--- config.mk ---
export PLATFORM = sky130hd
export DESIGN_NAME = zigzag_buf_ctrl
export DESIGN_NICKNAME = d
export VERILOG_FILES = /design/src/rtl/zigzag_pkg.sv /design/src/rtl/zigzag_lut.sv /design/src/rtl/zigzag_buf_ctrl.sv
export SDC_FILE = /design/constraint.sdc
export NUM_CORES = 1
export LEC_CHECK = 0
export ABC_AREA = 1
export ABC_CLOCK_PERIOD_IN_PS = 5100
export CAP_MARGIN = 20
export CELL_PAD_IN_SITES_DETAIL_PLACEMENT = 1
export CELL_PAD_IN_SITES_GLOBAL_PLACEMENT = 1
export CORE_ASPECT_RATIO = 0.8
export CORE_MARGIN = 2
export CORE_UTILIZATION = 25
export CTS_CLUSTER_SIZE = 30
export DETAILED_ROUTE_END_ITERATION = 12
export GPL_TIMING_DRIVEN = 0
export PLACE_DENSITY = 0.67
export RECOVER_POWER = 50
export SETUP_SLACK_MARGIN = 0.5
export SLEW_MARGIN = 40
export SYNTH_ARGS = -nofsm -noshare
export SYNTH_HDL_FRONTEND = slang
export SYNTH_SLANG_ARGS = --single-unit
--- constraint.sdc ---
create_clock -name clk -period 5.1 [get_ports clk]
set_input_delay 1.02 -clock clk [delete_from_list [all_inputs] [get_ports clk]]
set_output_delay 1.02 -clock clk [all_outputs]
set_load 0.01 [all_outputs]
--- src/rtl/zigzag_pkg.sv ---
// -----------------------------------------------------------------------------
// zigzag_pkg
// Shared constants and types for the zigzag reorder buffer controller.
//   BLK_SIZE   : coefficients per 8x8 block
//   IDX_W      : width of an index inside one block
//   RAM_ADDR_W : RAMZ address width ({bank, index})
//   bank_state_e : occupancy state of one RAMZ bank
//   ZZ_TABLE   : JPEG zigzag scan index -> row-major address
// -----------------------------------------------------------------------------
package zigzag_pkg;

   localparam int BLK_SIZE   = 64;
   localparam int IDX_W      = 6;
   localparam int RAM_ADDR_W = 7;

   typedef enum logic {
      BANK_EMPTY = 1'b0,
      BANK_FULL  = 1'b1
   } bank_state_e;

   localparam logic [IDX_W-1:0] ZZ_TABLE [BLK_SIZE] = '{
      6'd0,  6'd1,  6'd8,  6'd16, 6'd9,  6'd2,  6'd3,  6'd10,
      6'd17, 6'd24, 6'd32, 6'd25, 6'd18, 6'd11, 6'd4,  6'd5,
      6'd12, 6'd19, 6'd26, 6'd33, 6'd40, 6'd48, 6'd41, 6'd34,
      6'd27, 6'd20, 6'd13, 6'd6,  6'd7,  6'd14, 6'd21, 6'd28,
      6'd35, 6'd42, 6'd49, 6'd56, 6'd57, 6'd50, 6'd43, 6'd36,
      6'd29, 6'd22, 6'd15, 6'd23, 6'd30, 6'd37, 6'd44, 6'd51,
      6'd58, 6'd59, 6'd52, 6'd45, 6'd38, 6'd31, 6'd39, 6'd46,
      6'd53, 6'd60, 6'd61, 6'd54, 6'd47, 6'd55, 6'd62, 6'd63
   };

endpackage : zigzag_pkg

--- src/rtl/zigzag_lut.sv ---
// -----------------------------------------------------------------------------
// zigzag_lut
// Combinational map from zigzag scan index to row-major block address.
// Ports:
//   scan_idx    in  6  position in the zigzag scan
//   raster_addr out 6  row-major address of that coefficient
// -----------------------------------------------------------------------------
module zigzag_lut
   import zigzag_pkg::*;
(
   input  logic [IDX_W-1:0] scan_idx,
   output logic [IDX_W-1:0] raster_addr
);

   // Table lookup
   always_comb begin
      raster_addr = ZZ_TABLE[scan_idx];
   end

endmodule : zigzag_lut

--- src/rtl/zigzag_buf_ctrl.sv ---
// -----------------------------------------------------------------------------
// zigzag_buf_ctrl
// Ping-pong buffer controller between the 2-D DCT and the quantizer. Blocks
// arrive row-major, are written into an external two-bank RAMZ, and are read
// back in zigzag order through a 2-entry skid FIFO with valid/ready output.
// Ports:
//   clk, rst_n          clock, synchronous active-low reset
//   in_data/valid/ready row-major coefficient input stream
//   ram_d/waddr/we      RAMZ write port ({bank, row-major index})
//   ram_raddr/rd/q      RAMZ read port ({bank, zigzag index}), q one cycle late
//   out_data/valid/ready/last  zigzag-ordered output stream
// Optional (macro ZIGZAG_BUF_DBG_CNT_EN):
//   dbg_blk_in, dbg_blk_out  wrapping block counters
//   dbg_stall_err            sticky input-stall watchdog (>256 cycles)
// -----------------------------------------------------------------------------
module zigzag_buf_ctrl
   import zigzag_pkg::*;
#(
   parameter int DATA_W = 12
`ifdef ZIGZAG_BUF_DBG_CNT_EN
   , parameter int CNT_W = 16
`endif
) (
   input  logic                  clk,
   input  logic                  rst_n,
   input  logic [DATA_W-1:0]     in_data,
   input  logic                  in_valid,
   output logic                  in_ready,
   output logic [DATA_W-1:0]     ram_d,
   output logic [RAM_ADDR_W-1:0] ram_waddr,
   output logic                  ram_we,
   output logic [RAM_ADDR_W-1:0] ram_raddr,
   output logic                  ram_rd,
   input  logic [DATA_W-1:0]     ram_q,
   output logic [DATA_W-1:0]     out_data,
   output logic                  out_valid,
   input  logic                  out_ready,
   output logic                  out_last
`ifdef ZIGZAG_BUF_DBG_CNT_EN
   , output logic [CNT_W-1:0]    dbg_blk_in
   , output logic [CNT_W-1:0]    dbg_blk_out
   , output logic                dbg_stall_err
`endif
);

   bank_state_e      bank_r [2];
   logic             wr_bank_r;
   logic             rd_bank_r;
   logic [IDX_W-1:0] wr_idx_r;
   // One extra bit: rd_idx_r==64 means "all reads issued, waiting for the
   // last capture before releasing the bank".
   logic [IDX_W:0]   rd_idx_r;
   logic             in_flight_r;
   logic             in_flight_last_r;

   logic [DATA_W-1:0] skid_data_r [2];
   logic [1:0]        skid_last_r;
   logic              skid_wr_ptr_r;
   logic              skid_rd_ptr_r;
   logic [1:0]        skid_cnt_r;

   logic             in_ready_s;
   logic             accept_s;
   logic             fill_s;
   logic             pop_s;
   logic             issue_s;
   logic             release_s;
   logic [2:0]       occ_s;
   logic [IDX_W-1:0] zz_addr_s;

   zigzag_lut u_lut (
      .scan_idx    (rd_idx_r[IDX_W-1:0]),
      .raster_addr (zz_addr_s)
   );

   // Handshake and issue decisions for this cycle
   always_comb begin
      in_ready_s = 1'b0;
      accept_s   = 1'b0;
      fill_s     = 1'b0;
      pop_s      = 1'b0;
      issue_s    = 1'b0;
      release_s  = 1'b0;
      occ_s      = 3'd0;

      if (bank_r[wr_bank_r] == BANK_EMPTY) begin
         in_ready_s = 1'b1;
      end else begin
         in_ready_s = 1'b0;
      end

      // Writes are suppressed while reset is asserted.
      accept_s = in_valid & in_ready_s & rst_n;
      fill_s   = accept_s & (wr_idx_r == 6'd63);

      pop_s = (skid_cnt_r != 2'd0) & out_ready;

      // Slots committed after this cycle's pop; a read is only issued when
      // its data is guaranteed a skid slot. Counting the pop keeps the read
      // side at one coefficient per cycle while the consumer is ready.
      occ_s = {1'b0, skid_cnt_r} + {2'b00, in_flight_r} - {2'b00, pop_s};

      if ((bank_r[rd_bank_r] == BANK_FULL) && !rd_idx_r[IDX_W] &&
          (occ_s < 3'd2) && rst_n) begin
         issue_s = 1'b1;
      end else begin
         issue_s = 1'b0;
      end

      // The bank is freed only once its final coefficient has been captured.
      release_s = in_flight_r & in_flight_last_r;
   end

   // RAM port and stream outputs
   always_comb begin
      in_ready  = in_ready_s;
      ram_we    = accept_s;
      ram_waddr = {wr_bank_r, wr_idx_r};
      ram_rd    = issue_s;
      out_valid = (skid_cnt_r != 2'd0);
      out_data  = skid_data_r[skid_rd_ptr_r];
      out_last  = skid_last_r[skid_rd_ptr_r] & (skid_cnt_r != 2'd0);
      if (accept_s) begin
         ram_d = in_data;
      end else begin
         ram_d = {DATA_W{1'b0}};
      end
      if (issue_s) begin
         ram_raddr = {rd_bank_r, zz_addr_s};
      end else begin
         ram_raddr = {RAM_ADDR_W{1'b0}};
      end
   end

   // Write pointer, read pointer and bank occupancy
   always_ff @(posedge clk) begin
      if (!rst_n) begin
         bank_r[0]        <= BANK_EMPTY;
         bank_r[1]        <= BANK_EMPTY;
         wr_bank_r        <= 1'b0;
         rd_bank_r        <= 1'b0;
         wr_idx_r         <= 6'd0;
         rd_idx_r         <= 7'd0;
         in_flight_r      <= 1'b0;
         in_flight_last_r <= 1'b0;
      end else begin
         // Fill and release always target different banks.
         for (int b = 0; b < 2; b++) begin
            if (fill_s && (wr_bank_r == 1'(b))) begin
               bank_r[b] <= BANK_FULL;
            end else if (release_s && (rd_bank_r == 1'(b))) begin
               bank_r[b] <= BANK_EMPTY;
            end else begin
               bank_r[b] <= bank_r[b];
            end
         end

         if (accept_s) begin
            wr_idx_r <= wr_idx_r + 6'd1;
            if (fill_s) begin
               wr_bank_r <= ~wr_bank_r;
            end
         end

         if (release_s) begin
            rd_idx_r  <= 7'd0;
            rd_bank_r <= ~rd_bank_r;
         end else if (issue_s) begin
            rd_idx_r <= rd_idx_r + 7'd1;
         end

         in_flight_r      <= issue_s;
         in_flight_last_r <= issue_s & (rd_idx_r == 7'd63);
      end
   end

   // Skid FIFO: capture returning read data, pop on output handshake
   always_ff @(posedge clk) begin
      if (!rst_n) begin
         skid_data_r[0] <= {DATA_W{1'b0}};
         skid_data_r[1] <= {DATA_W{1'b0}};
         skid_last_r    <= 2'b00;
         skid_wr_ptr_r  <= 1'b0;
         skid_rd_ptr_r  <= 1'b0;
         skid_cnt_r     <= 2'd0;
      end else begin
         if (in_flight_r) begin
            skid_data_r[skid_wr_ptr_r] <= ram_q;
            skid_last_r[skid_wr_ptr_r] <= in_flight_last_r;
            skid_wr_ptr_r              <= ~skid_wr_ptr_r;
         end
         if (pop_s) begin
            skid_rd_ptr_r <= ~skid_rd_ptr_r;
         end
         skid_cnt_r <= skid_cnt_r + {1'b0, in_flight_r} - {1'b0, pop_s};
      end
   end

`ifdef ZIGZAG_BUF_DBG_CNT_EN
   logic [8:0] stall_run_r;

   // Debug block counters and input-stall watchdog
   always_ff @(posedge clk) begin
      if (!rst_n) begin
         dbg_blk_in    <= {CNT_W{1'b0}};
         dbg_blk_out   <= {CNT_W{1'b0}};
         dbg_stall_err <= 1'b0;
         stall_run_r   <= 9'd0;
      end else begin
         if (fill_s) begin
            dbg_blk_in <= dbg_blk_in + CNT_W'(1);
         end
         if (pop_s && skid_last_r[skid_rd_ptr_r]) begin
            dbg_blk_out <= dbg_blk_out + CNT_W'(1);
         end
         // stall_run_r counts prior consecutive stalled cycles; the 257th
         // stalled cycle sets the sticky flag.
         if (in_valid && !in_ready_s) begin
            if (stall_run_r == 9'd256) begin
               dbg_stall_err <= 1'b1;
            end else begin
               stall_run_r <= stall_run_r + 9'd1;
            end
         end else begin
            stall_run_r <= 9'd0;
         end
      end
   end
`endif

endmodule : zigzag_buf_ctrl

==> metrics.yaml, run 1 <==
drt:
  remaining_drc_errors: 0
  dr_total_vias: 2879
  wirelength_mm: 8.73
  drt_iter0_markers: 107
  via_density: 4.32
  firstDrtPassIters: 4
  postRouteAntennaNets: 0
  post_drt_wl_per_cell_um: 13.1
worst_setup_path:
  timing.critical_path.to_type: "output port"
  critical_path_rt_ps: 4080
  critPathKind: "in2out"
  setup.worst_path.start_class: "input pin"
  cp_max_fo: 10
  worst_ep_arrival_time_ps: 3520
  r2r_slack_ps: 2480
clocking:
  cts-buffers-inserted: 5
  clk-insertion-delay-late_ps: 290
  tritoncts: "built"
  clockRootBuffer: "clkbuf_16"
  post-cts-setup-buffer-count: 0
  clock_pin_slew_worst_setup_and_hold_paths_ps: 70
  cts_max_level: 2
  total_clock_sinks: 52
  clockBufferDepth: 2
  cts_hold_buf: 0
power:
  irDropWorstVdd_uv: 164
  power-per-cell-area_mw_per_mm2: 360
  p_leak_uw: 0.00195
placement:
  dp_cells: 659
  place.port_buffers: 69
  gp_congestion: 0.842
  place_hpwl_mm: 6.65
timing:
  max_freq_mhz: 220
  fin_worst_skew_ps: 3.10
  slew_headroom_pct: 58.3
  report.final.hold_viol_count: 0
  fin_tns_setup_ps: 0
  clock_period_minus_worst_slack_ps: 4540
  worst_pin_slew_ps: 623
  setup_violations: 0
  slew_viol_final: 0
  finalCritPeriodShare_pct: 89.0
  rsz0062_at_grt: "no"
die:
  core_area_mm2: 0.0123
  die_w_um: 130
  io-pin-count: 71
  floorplan.initialDensity_pct: 25.9
  design.die.area_mm2: 0.0137
  rows: 36
  floorplan.die.height_um: 105
run_status:
  run_status: "complete, no violations"
logic_synthesis:
  ys_seq_area_share_pct: 40.5
  synth.cell_area_mm2: 0.00319
  synth_fp_nets: 468
  yosys_warnings: 0
  synth_cell_type_count: 32
  synthSimpleGateAreaFrac_pct: 26.5
  ys_seq_elements: 52
  post_synth_fa_ha_maj_area_fraction_pct: 8.48
  post_synth.cell_area_avg_um2: 7.61
  synth_xor_area_share_pct: 1.37
  cells_after_synth: 419
  synth-compound-area-share_pct: 7.70
  combinational_family_with_the_most_area_after_synthesis: "simple AND/OR/NAND/NOR gates"
  share_of_cell_area_taken_by_muxes_after_synthesis_pct: 4.24
global_routing:
  grt_antenna_before_repair: 0
  grt_max_degree: 18
  grt_pass1_wl_mm: 14.3
  globalRouteTotalUtil_pct: 12.9
  globalRouteOverflowTotal: 0
  grt_pass1_vias: 2929
min_path:
  worstHoldPathType: "reg2reg"
final_layout:
  antenna_cells_inserted: 0
  flow.area_growth_from_synthesis_pct: 33.4
  num-nets-final: 544
  number_of_standard_cells_in_the_layout_taps_in_and_fillers_out: 667
  fin_util_pct: 34.6
  layout-drive-gt1-share_pct: 9.88
flow_run:
  drv.max_cap_violation_count: 0
cell usage after synthesis (all sizes together):
cell | n | area [um2]
inv | 72 | 275
o21ai | 21 | 109
edfxtp | 25 | 751
mux2 | 12 | 135
buf | 12 | 78.8
xnor2 | 2 | 17.5
nand4 | 3 | 18.8
dfxtp | 27 | 541
o211ai | 1 | 7.51
nand2 | 100 | 388
nand3 | 24 | 120
o22ai | 1 | 6.26
clkbuf | 1 | 3.75
nor3 | 2 | 10.0
nand3b | 3 | 35.0
ha | 20 | 250
nor4 | 1 | 6.26
nor2 | 64 | 265
a21oi | 23 | 115
fa | 1 | 20.0
xor2 | 3 | 26.3
a22oi | 1 | 7.51
area by class of cell:
cell class,instances,area (um2)
plain buffers,13,78.8
clock buffers,5,125
clock inverters,3,46.3
fillers,1495,8050
inverters,72,279
multi-input cells,282,1530
flip-flops and latches,52,1290
well taps,171,214
repair buffers,69,686
power breakdown:
group / leakage (uW) / switching (uW) / total [uW] / internal [uW]
logic: 0.00139 / 338 / 593 / 255
registers: 0.000477 / 56.5 / 550 / 493
clock network: 0.0000804 / 153 / 387 / 233
worst max-delay path, stage by stage:
cell and delay, ps:
clkdlybuf4s50_1 480, nand2_2 50, nor2_1 510, clkinvlp_2 510, buf_2 300, nor2_1 110, clkdlybuf4s50_1 550
cells by family (layout without fill, tap and decap cells):
family / Yosys count / after routing
AND/OR/NAND/NOR: 197 / 197
buffers and inverters: 85 / 162
flip-flops: 52 / 52
AO/OA/AOI/OAI: 47 / 47
adder cells (fa/ha/maj): 21 / 21
multiplexers: 12 / 12
XOR/XNOR: 5 / 5
sequential cells by signal, summed over array words and instances, names as in the netlist, named ones only:
name,count
skid_data_r,24
rd_idx_r,7
wr_idx_r,6
bank_r,2
skid_cnt_r,2
skid_last_r,2
in_flight_last_r,1
in_flight_r,1
rd_bank_r,1
skid_rd_ptr_r,1
skid_wr_ptr_r,1
wr_bank_r,1
routing by layer:
metal,vias up,track usage [%],wire [um]
met3,5,2.51,411
met5,-,0,0
met2,60,21.0,3920
li1,1464,-,-
met1,1350,18.1,4330
met4,0,2.07,63
placed cells by master, fill, tap and decap left out, drive strengths merged:
master         Yosys  layout
clkbuf             1      13
nor4               1       1
o22ai              1       1
mux2              12      12
ha                20      20
nor2              64      64
clkdlybuf4s50      0      58
xor2               3       3
nor3               2       2
fa                 1       1
edfxtp            25      25
a21oi             23      23
nand3             24      24
dlymetal6s2s       0       4
dfxtp             27      27
o211ai             1       1
o21ai             21      21
nand2            100     100
bufinv             0       1
buf               12       8
clkdlybuf4s15      0       1
nand3b             3       3
nand4              3       3
dlygate4sd3        0       3
clkinvlp           0       2
xnor2              2       2
inv               72      72
a22oi              1       1
path summary, 6_finish.rpt:
check / startpoint / to / cells after the start
setup / recovery: in_valid / ram_d[5] / 7
hold / removal: skid_last_r[1]$_SDFFE_PN0P_ / skid_last_r[1]$_SDFFE_PN0P_ / 2
setup reg to reg: skid_cnt_r[1]$_SDFF_PN0_ / rd_idx_r[2]$_SDFFE_PP0P_ / 14
hold reg to reg: skid_last_r[1]$_SDFFE_PN0P_ / skid_last_r[1]$_SDFFE_PN0P_ / 2
what timing repair did:
action	in CTS	in global routing
resized for setup	6	13
pin swaps	0	0
endpoints found under the setup margin	8	8
metrics by stage:
stage / cell area [um2] / setup slack [ps] / total power (uW) / hold slack (ps)
global route: 4250 / 323 / 1640 / 514
global placement: 4090 / 201 / 1130 / 464
floorplan: 3190 / 1310 / 918 / 448
CTS: 4270 / 351 / 1540 / 495
detailed placement: 4090 / 151 / 1150 / 479
finish: 4250 / 561 / 1530 / 489
No activity file was read; power rests on OpenSTA's default activity.
==> run 2: changes to the inputs <==
--- a/config.mk
+++ b/config.mk
@@ -12,11 +12,11 @@
 export CELL_PAD_IN_SITES_GLOBAL_PLACEMENT = 1
 export CORE_ASPECT_RATIO = 0.8
 export CORE_MARGIN = 2
-export CORE_UTILIZATION = 25
+export CORE_UTILIZATION = 30
 export CTS_CLUSTER_SIZE = 30
 export DETAILED_ROUTE_END_ITERATION = 12
 export GPL_TIMING_DRIVEN = 0
-export PLACE_DENSITY = 0.67
+export PLACE_DENSITY = 0.77
 export RECOVER_POWER = 50
 export SETUP_SLACK_MARGIN = 0.5
 export SLEW_MARGIN = 40
==> metrics.yaml, run 2 (synthesized netlist as in run 1, its figures left out) <==
timing:
  slew_headroom_pct: 55.5  # was 58.3%
  fin_tns_setup_ps: 0  # unchanged
  holdWs_ps: 485  # was 489 ps
  setup_violations: 0  # unchanged
  worst_pin_slew_ps: 666  # was 623 ps
  max_freq_mhz: 218  # was 220 MHz
  postLayoutSetupSlackWorst_ps: 510  # was 561 ps
  fin_worst_skew_ps: 4.94  # was 3.10 ps
  slew_viol_final: 0  # unchanged
  rsz0062_at_grt: "no"  # unchanged
  clock_period_minus_worst_slack_ps: 4590  # was 4540 ps
  finalCritPeriodShare_pct: 90.0  # was 89.0%
  report.final.hold_viol_count: 0  # unchanged
clocking:
  clk-insertion-delay-late_ps: 290  # about the same
  clockBufferDepth: 2  # unchanged
  cts_max_level: 2  # unchanged
  cts-buffers-inserted: 5  # unchanged
  tritoncts: "built"  # unchanged
  post-cts-setup-buffer-count: 0  # unchanged
  total_clock_sinks: 52  # unchanged
  clock_pin_slew_worst_setup_and_hold_paths_ps: 70  # about the same
  clockRootBuffer: "clkbuf_16"  # unchanged
global_routing:
  grt_antenna_before_repair: 0  # unchanged
  globalRouteOverflowTotal: 0  # unchanged
  grt_pass1_wl_mm: 14.7  # was 14.3 mm
  globalRouteTotalUtil_pct: 16.1  # was 12.9%
  grt_pass1_vias: 2944  # was 2929
  grt_max_degree: 19  # was 18
worst_setup_path:
  cp_max_fo: 10  # unchanged
  timing.critical_path.to_type: "output port"  # unchanged
  setup.worst_path.start_class: "input pin"  # unchanged
  critical_path_rt_ps: 4080  # about the same
  critPathKind: "in2out"  # unchanged
  worst_ep_arrival_time_ps: 3570  # was 3520 ps
die:
  design.die.area_mm2: 0.0115  # was 0.0137 mm2
  io-pin-count: 71  # unchanged
  floorplan.die.height_um: 96.2  # was 105 um
  die_w_um: 119  # was 130 um
  core_area_mm2: 0.0103  # was 0.0123 mm2
  floorplan.initialDensity_pct: 31.0  # was 25.9%
  rows: 33  # was 36
drt:
  postRouteAntennaNets: 0  # unchanged
  firstDrtPassIters: 4  # unchanged
  drt_iter0_markers: 149  # was 107
  via_density: 4.58  # was 4.32
  wirelength_mm: 9.15  # was 8.73 mm
  dr_total_vias: 2914  # was 2879
  post_drt_wl_per_cell_um: 14.4  # was 13.1 um
  remaining_drc_errors: 0  # unchanged
placement:
  place_hpwl_mm: 7.05  # was 6.65 mm
  placement.setup.worst_slack_ps: 119  # was 151 ps
  gp_congestion: 0.903  # was 0.842
  dpl_cell_area_mm2: 0.00405  # was 0.00409 mm2
  place.port_buffers: 69  # unchanged
final_layout:
  largest_register_ffs: 24  # unchanged
  antenna_cells_inserted: 0  # unchanged
  final_cell_area_mm2: 0.00418  # was 0.00425 mm2
  layout_top_registers: "skid_data_r: 24 flops, rd_idx_r: 7 flops, wr_idx_r: 6 flops"  # unchanged
  layout-drive-gt1-share_pct: 10.3  # was 9.88%
  top_register: "skid_data_r"  # unchanged
  fin_util_pct: 40.6  # was 34.6%
  flow.area_growth_from_synthesis_pct: 31.1  # was 33.4%
  commonest_non_fill_non_tap_cell_in_the_layout: "nand2_1"  # unchanged
  final_cell_mix: "nand2_1 (95), inv_1 (65), nor2_1 (61)"  # was nand2_1 (95), inv_1 (65), nor2_1 (62)
  num-nets-final: 544  # unchanged
power:
  irDropWorstVdd_uv: 156  # was 164 uV
  power-per-cell-area_mw_per_mm2: 356  # was 360 mW/mm2
  p_leak_uw: 0.00189  # was 0.00195 uW
min_path:
  worstHoldPathType: "reg2reg"  # unchanged
run_status:
  run_status: "complete, no violations"  # unchanged
flow_run:
  drv.max_cap_violation_count: 0  # unchanged
-- run 2: worst paths after layout --
| path | startpoint | to | slack (ps) | cells past startpoint |
|---|---|---|---|---|
| max | out_ready | ram_raddr[0] | 510 | 14 |
| min | skid_last_r[1]$_SDFFE_PN0P_ | skid_last_r[1]$_SDFFE_PN0P_ | 480 | 2 |
| max reg2reg | skid_cnt_r[1]$_SDFF_PN0_ | in_flight_last_r$_SDFF_PN0_ | 2370 | 13 |
| min reg2reg | skid_last_r[1]$_SDFFE_PN0P_ | skid_last_r[1]$_SDFFE_PN0P_ | 480 | 2 |
-- run 2: per-layer routing --
metal | GRT usage (%) | part of all wire [%] | up-vias
met5 | 0 | 0 | -
met4 | 2.68 | 0.37 | 0
met3 | 2.73 | 4.4 | 2
met2 | 28.4 | 47 | 65
met1 | 21.3 | 48 | 1380
li1 | - | - | 1467
-- run 2: area by class of cell --
type | count | area, um2
sequential | 52 | 1290
clock buffer | 5 | 125
fill | 1261 | 6100
inverter | 72 | 282
multi-input combinational | 282 | 1530
buffer | 13 | 78.8
clock inverter | 3 | 26.3
timing repair buffer | 69 | 666
tap | 140 | 175
-- run 2: repair_timing --
item                       CTS  global route
setup endpoints to repair    8             6
hold buffers                 0             0
gates resized for setup     13            11
-- run 2: report_power, final --
part           internal (uW)  switching [uW]  leakage [uW]
clock network            186             156     0.0000744
registers                493            56.3      0.000477
logic                    254             343       0.00133
-- run 2: per-stage QoR --
stage          total power (uW)  instances
2_1_floorplan               918        419
3_3_place_gp               1130        628
3_5_place_dp               1150        628
4_1_cts                    1500        636
5_1_grt                    1590        636
6_report                   1490        636
-- run 2: worst max-delay path, stage by stage --
cell and delay, ps:
dlygate4sd3_1 530, nand2_1 60, inv_1 70, ha_1 270, inv_1 60, ha_1 130, inv_1 50, fa_1 520
nand3_1 90, nand3b_4 230, inv_8 120, nand2_1 60, nor2_1 80, dlygate4sd2_1 270
==> run 3: changes to the inputs <==
--- a/config.mk
+++ b/config.mk
@@ -5,7 +5,6 @@
 export SDC_FILE = /design/constraint.sdc
 export NUM_CORES = 1
 export LEC_CHECK = 0
-export ABC_AREA = 1
 export ABC_CLOCK_PERIOD_IN_PS = 5100
 export CAP_MARGIN = 20
 export CELL_PAD_IN_SITES_DETAIL_PLACEMENT = 1
@@ -16,9 +15,9 @@
 export CTS_CLUSTER_SIZE = 30
 export DETAILED_ROUTE_END_ITERATION = 12
 export GPL_TIMING_DRIVEN = 0
-export PLACE_DENSITY = 0.77
+export PLACE_DENSITY = 0.74
 export RECOVER_POWER = 50
-export SETUP_SLACK_MARGIN = 0.5
+export SETUP_SLACK_MARGIN = 0.1
 export SLEW_MARGIN = 40
 export SYNTH_ARGS = -nofsm -noshare
 export SYNTH_HDL_FRONTEND = slang
==> metrics.yaml, run 3 <==
run_status:
  run_status: "complete, no violations"  # unchanged
timing:
  setup_violations: 0  # unchanged
  rsz0062_at_grt: "yes"  # was no
  holdWs_ps: 508  # was 485 ps
  report.final.hold_viol_count: 0  # unchanged
  worst_pin_slew_ps: 613  # was 666 ps
  max_freq_mhz: 202  # was 218 MHz
  finalCritPeriodShare_pct: 97.3  # was 90.0%
  slew_viol_final: 0  # unchanged
  fin_worst_skew_ps: 7.73  # was 4.94 ps
  clock_period_minus_worst_slack_ps: 4960  # was 4590 ps
  slew_headroom_pct: 59.1  # was 55.5%
power:
  share_comb_of_total_power_pct: 37.6  # was 40.1%
  totalPowerFinal_uw: 1390  # was 1490 uW
  clock_power_share_pct: 23.8  # was 23.0%
  switching_power_uw: 434  # was 556 uW
  irDropWorstVdd_uv: 177  # was 156 uV
  power_frac_seq_pct: 38.6  # was 36.9%
  power-per-cell-area_mw_per_mm2: 330  # was 356 mW/mm2
  internal-power_uw: 953  # was 933 uW
  swShare_pct: 31.3  # was 37.3%
  p_leak_uw: 0.00171  # was 0.00189 uW
global_routing:
  globalRouteMet3Util_pct: 3.11  # was 2.73%
  grt.busiest_layer: "met2"  # unchanged
  grt_pass1_vias: 2724  # was 2944
  grt_max_degree: 18  # was 19
  global_routing_usage_on_met2_pct: 26.4  # was 28.4%
  globalRouteTotalUtil_pct: 15.0  # was 16.1%
  grt_antenna_before_repair: 0  # unchanged
  grt_pass1_wl_mm: 13.7  # was 14.7 mm
  globalRouteOverflowTotal: 0  # unchanged
  groute.layer.met1.usage_pct: 19.5  # was 21.3%
die:
  core_area_mm2: 0.0102  # was 0.0103 mm2
  floorplan.die.height_um: 95.5  # was 96.2 um
  design.die.area_mm2: 0.0113  # was 0.0115 mm2
  floorplan.initialDensity_pct: 30.7  # was 31.0%
  rows: 33  # unchanged
  io-pin-count: 71  # unchanged
  die_w_um: 118  # was 119 um
clocking:
  clk-insertion-delay-late_ps: 280  # was 290 ps
  cts_max_level: 2  # unchanged
  cts-buffers-inserted: 5  # unchanged
  clockBufferDepth: 2  # unchanged
  cts_hold_buf: 0  # unchanged
  total_clock_sinks: 52  # unchanged
  clockRootBuffer: "clkbuf_16"  # unchanged
  tritoncts: "built"  # unchanged
  clock_pin_slew_worst_setup_and_hold_paths_ps: 60  # was 70 ps
min_path:
  worstHoldPathType: "reg2reg"  # unchanged
  timing.hold.worst_endpoint: "in_flight_r$_SDFF_PN0_"  # was skid_last_r[1]$_SDFFE_PN0P_
  holdCritStartpoint: "rd_idx_r[6]$_SDFFE_PP0P_"  # was skid_last_r[1]$_SDFFE_PN0P_
  holdPathStages: 1  # was 2
final_layout:
  top_register: "skid_data_r"  # unchanged
  layout_top_registers: "skid_data_r: 24 flops, rd_idx_r: 7 flops, wr_idx_r: 6 flops"  # unchanged
  num-nets-final: 450  # was 544
  final_cell_area_mm2: 0.00420  # was 0.00418 mm2
  n_fill_cell: 1226  # was 1261
  layout-drive-gt1-share_pct: 10.2  # was 10.3%
  multiInputGateArea_mm2: 0.00169  # was 0.00153 mm2
  fin_util_pct: 41.0  # was 40.6%
  ff_latch_area_mm2: 0.00129  # unchanged
  largest_register_ffs: 24  # unchanged
  flow.area_growth_from_synthesis_pct: 33.7  # was 31.1%
  antenna_cells_inserted: 0  # unchanged
  number_of_standard_cells_in_the_layout_taps_in_and_fillers_out: 542  # was 636
  commonest_non_fill_non_tap_cell_in_the_layout: "clkdlybuf4s50_1"  # was nand2_1
  final_cell_mix: "clkdlybuf4s50_1 (57), and2_1 (29), dfxtp_1 (27)"  # was nand2_1 (95), inv_1 (65), nor2_1 (61)
worst_setup_path:
  worst_r2r_path_depth: 15  # was 13
  critPathKind: "in2out"  # unchanged
  worst_r2r_startpoint: "skid_cnt_r[1]$_SDFF_PN0_"  # unchanged
  worst_ep_arrival_time_ps: 3940  # was 3570 ps
  r2r_slack_ps: 2070  # was 2370 ps
  critical_path.reg2reg.endpoint: "rd_idx_r[6]$_SDFFE_PP0P_"  # was in_flight_last_r$_SDFF_PN0_
  timing.critical_path.to_type: "output port"  # unchanged
  cp_max_fo: 4  # was 10
  setup.worst_path.start_class: "input pin"  # unchanged
  critical_path_rt_ps: 4080  # about the same
logic_synthesis:
  synth_fp_nets: 367  # was 468
  cells_after_synth: 318  # was 419
  synth_cell_type_count: 51  # was 32
  synth.most_common_cell: "and2_1"  # was nand2_1
  ys_seq_area_share_pct: 41.1  # was 40.5%
  synth_largest_area_cell: "edfxtp_1"  # unchanged
  synth.area.top_cells: "edfxtp_1 (24%), dfxtp_1 (17%), and2_1 (9.8%), ha_1 (8.0%), mux2_2 (4.3%)"  # was edfxtp_1 (24%), dfxtp_1 (17%), nand2_1 (11%), ha_1 (7.9%), inv_1 (7.7%)
  synth_largest_type_area_fraction_pct: 23.9  # was 23.6%
  number_of_enable_type_register_cells_in_the_synthesized_netlist: 25  # unchanged
  ys_seq_elements: 52  # unchanged
  async_flop_share_pct: 0  # unchanged
  synth_ff_type: "dfxtp_1"  # unchanged
  post_synth_most_frequent_cells: "and2_1 (49), dfxtp_1 (27), edfxtp_1 (25)"  # was nand2_1 (95), inv_1 (65), nor2_1 (60)
  synth.cell_area_mm2: 0.00314  # was 0.00319 mm2
  post_synth.cell_area_avg_um2: 9.88  # was 7.61 um2
  yosys_warnings: 0  # unchanged
flow_run:
  drv.max_cap_violation_count: 0  # unchanged
drt:
  post_drt_wl_per_cell_um: 15.5  # was 14.4 um
  drt_iter0_markers: 155  # was 149
  via_density: 4.76  # was 4.58
  postRouteAntennaNets: 0  # unchanged
  firstDrtPassIters: 4  # unchanged
  wirelength_mm: 8.42  # was 9.15 mm
  remaining_drc_errors: 0  # unchanged
  dr_total_vias: 2582  # was 2914
placement:
  place_hpwl_mm: 6.15  # was 7.05 mm
  place.port_buffers: 69  # unchanged
  dp_cells: 527  # was 628
  gp_congestion: 0.835  # was 0.903
  dpl_cell_area_mm2: 0.00401  # was 0.00405 mm2
run 3: worst max-delay path: stages:
cell,delay [ps]
clkdlybuf4s50_1,450
and2_1,160
ha_1,240
inv_1,60
ha_1,130
inv_1,50
fa_1,520
nand2_1,110
nor4_4,320
buf_6,170
o21ai_0,80
nor2_1,90
clkdlybuf4s50_1,540
run 3: cell families after synthesis:
logic type | after synthesis | synth area share, %
compound gates | 52 | 11.0
xor+xnor | 15 | 4.42
fa+ha+maj | 21 | 8.60
buf+inv | 33 | 4.62
flops | 52 | 41.1
mux | 26 | 9.28
simple gates | 119 | 21.0
run 3: power groups by stage:
stage,registers (uW),clock network [uW],logic (uW)
global placement,541,0,473
global route,546,359,569
floorplan,533,0,294
detailed placement,545,0,490
finish,535,330,521
CTS,535,344,517
run 3: how the worst max path moves through the flow:
stage	from	end	slack, ps	depth (start not counted)
2_1_floorplan	out_ready	ram_raddr[0]	1060	11
3_3_place_gp	out_ready	ram_raddr[0]	-50	13
3_5_place_dp	out_ready	ram_raddr[0]	-90	13
4_1_cts	out_ready	ram_raddr[3]	100	13
5_1_grt	out_ready	ram_raddr[3]	3	13
6_report	out_ready	ram_raddr[3]	140	13
run 3: repair_timing:
item                                    CTS  global route
cloned                                    1             0
buffers inserted                          3             3
pin swaps                                 1             0
gates resized for setup                   6             3
endpoints found under the setup margin    7             5
run 3: cell type report:
class | instances | share of cell area (%)
buffer | 20 | 2.35
timing repair buffer | 76 | 17.9
sequential | 52 | 30.8
tap | 140 | 4.17
multi-input combinational | 233 | 40.2
inverter | 13 | 1.16
clock buffer | 5 | 2.98
clock inverter | 3 | 0.507
run 3: stage by stage:
stage,setup slack [ps],TNS [ps]
after floorplan,1060,0
after global routing,2.96,0
after global placement,-49.2,-54.6
after detailed placement,-90.5,-206
after CTS,104,0
final,138,0
run 3: metal layers:
metal / vias up / part of all wire [%]
li1: 1265 / -
met1: 1261 / 46
met2: 52 / 50
met3: 4 / 3.5
met4: 0 / 0.40
met5: - / 0
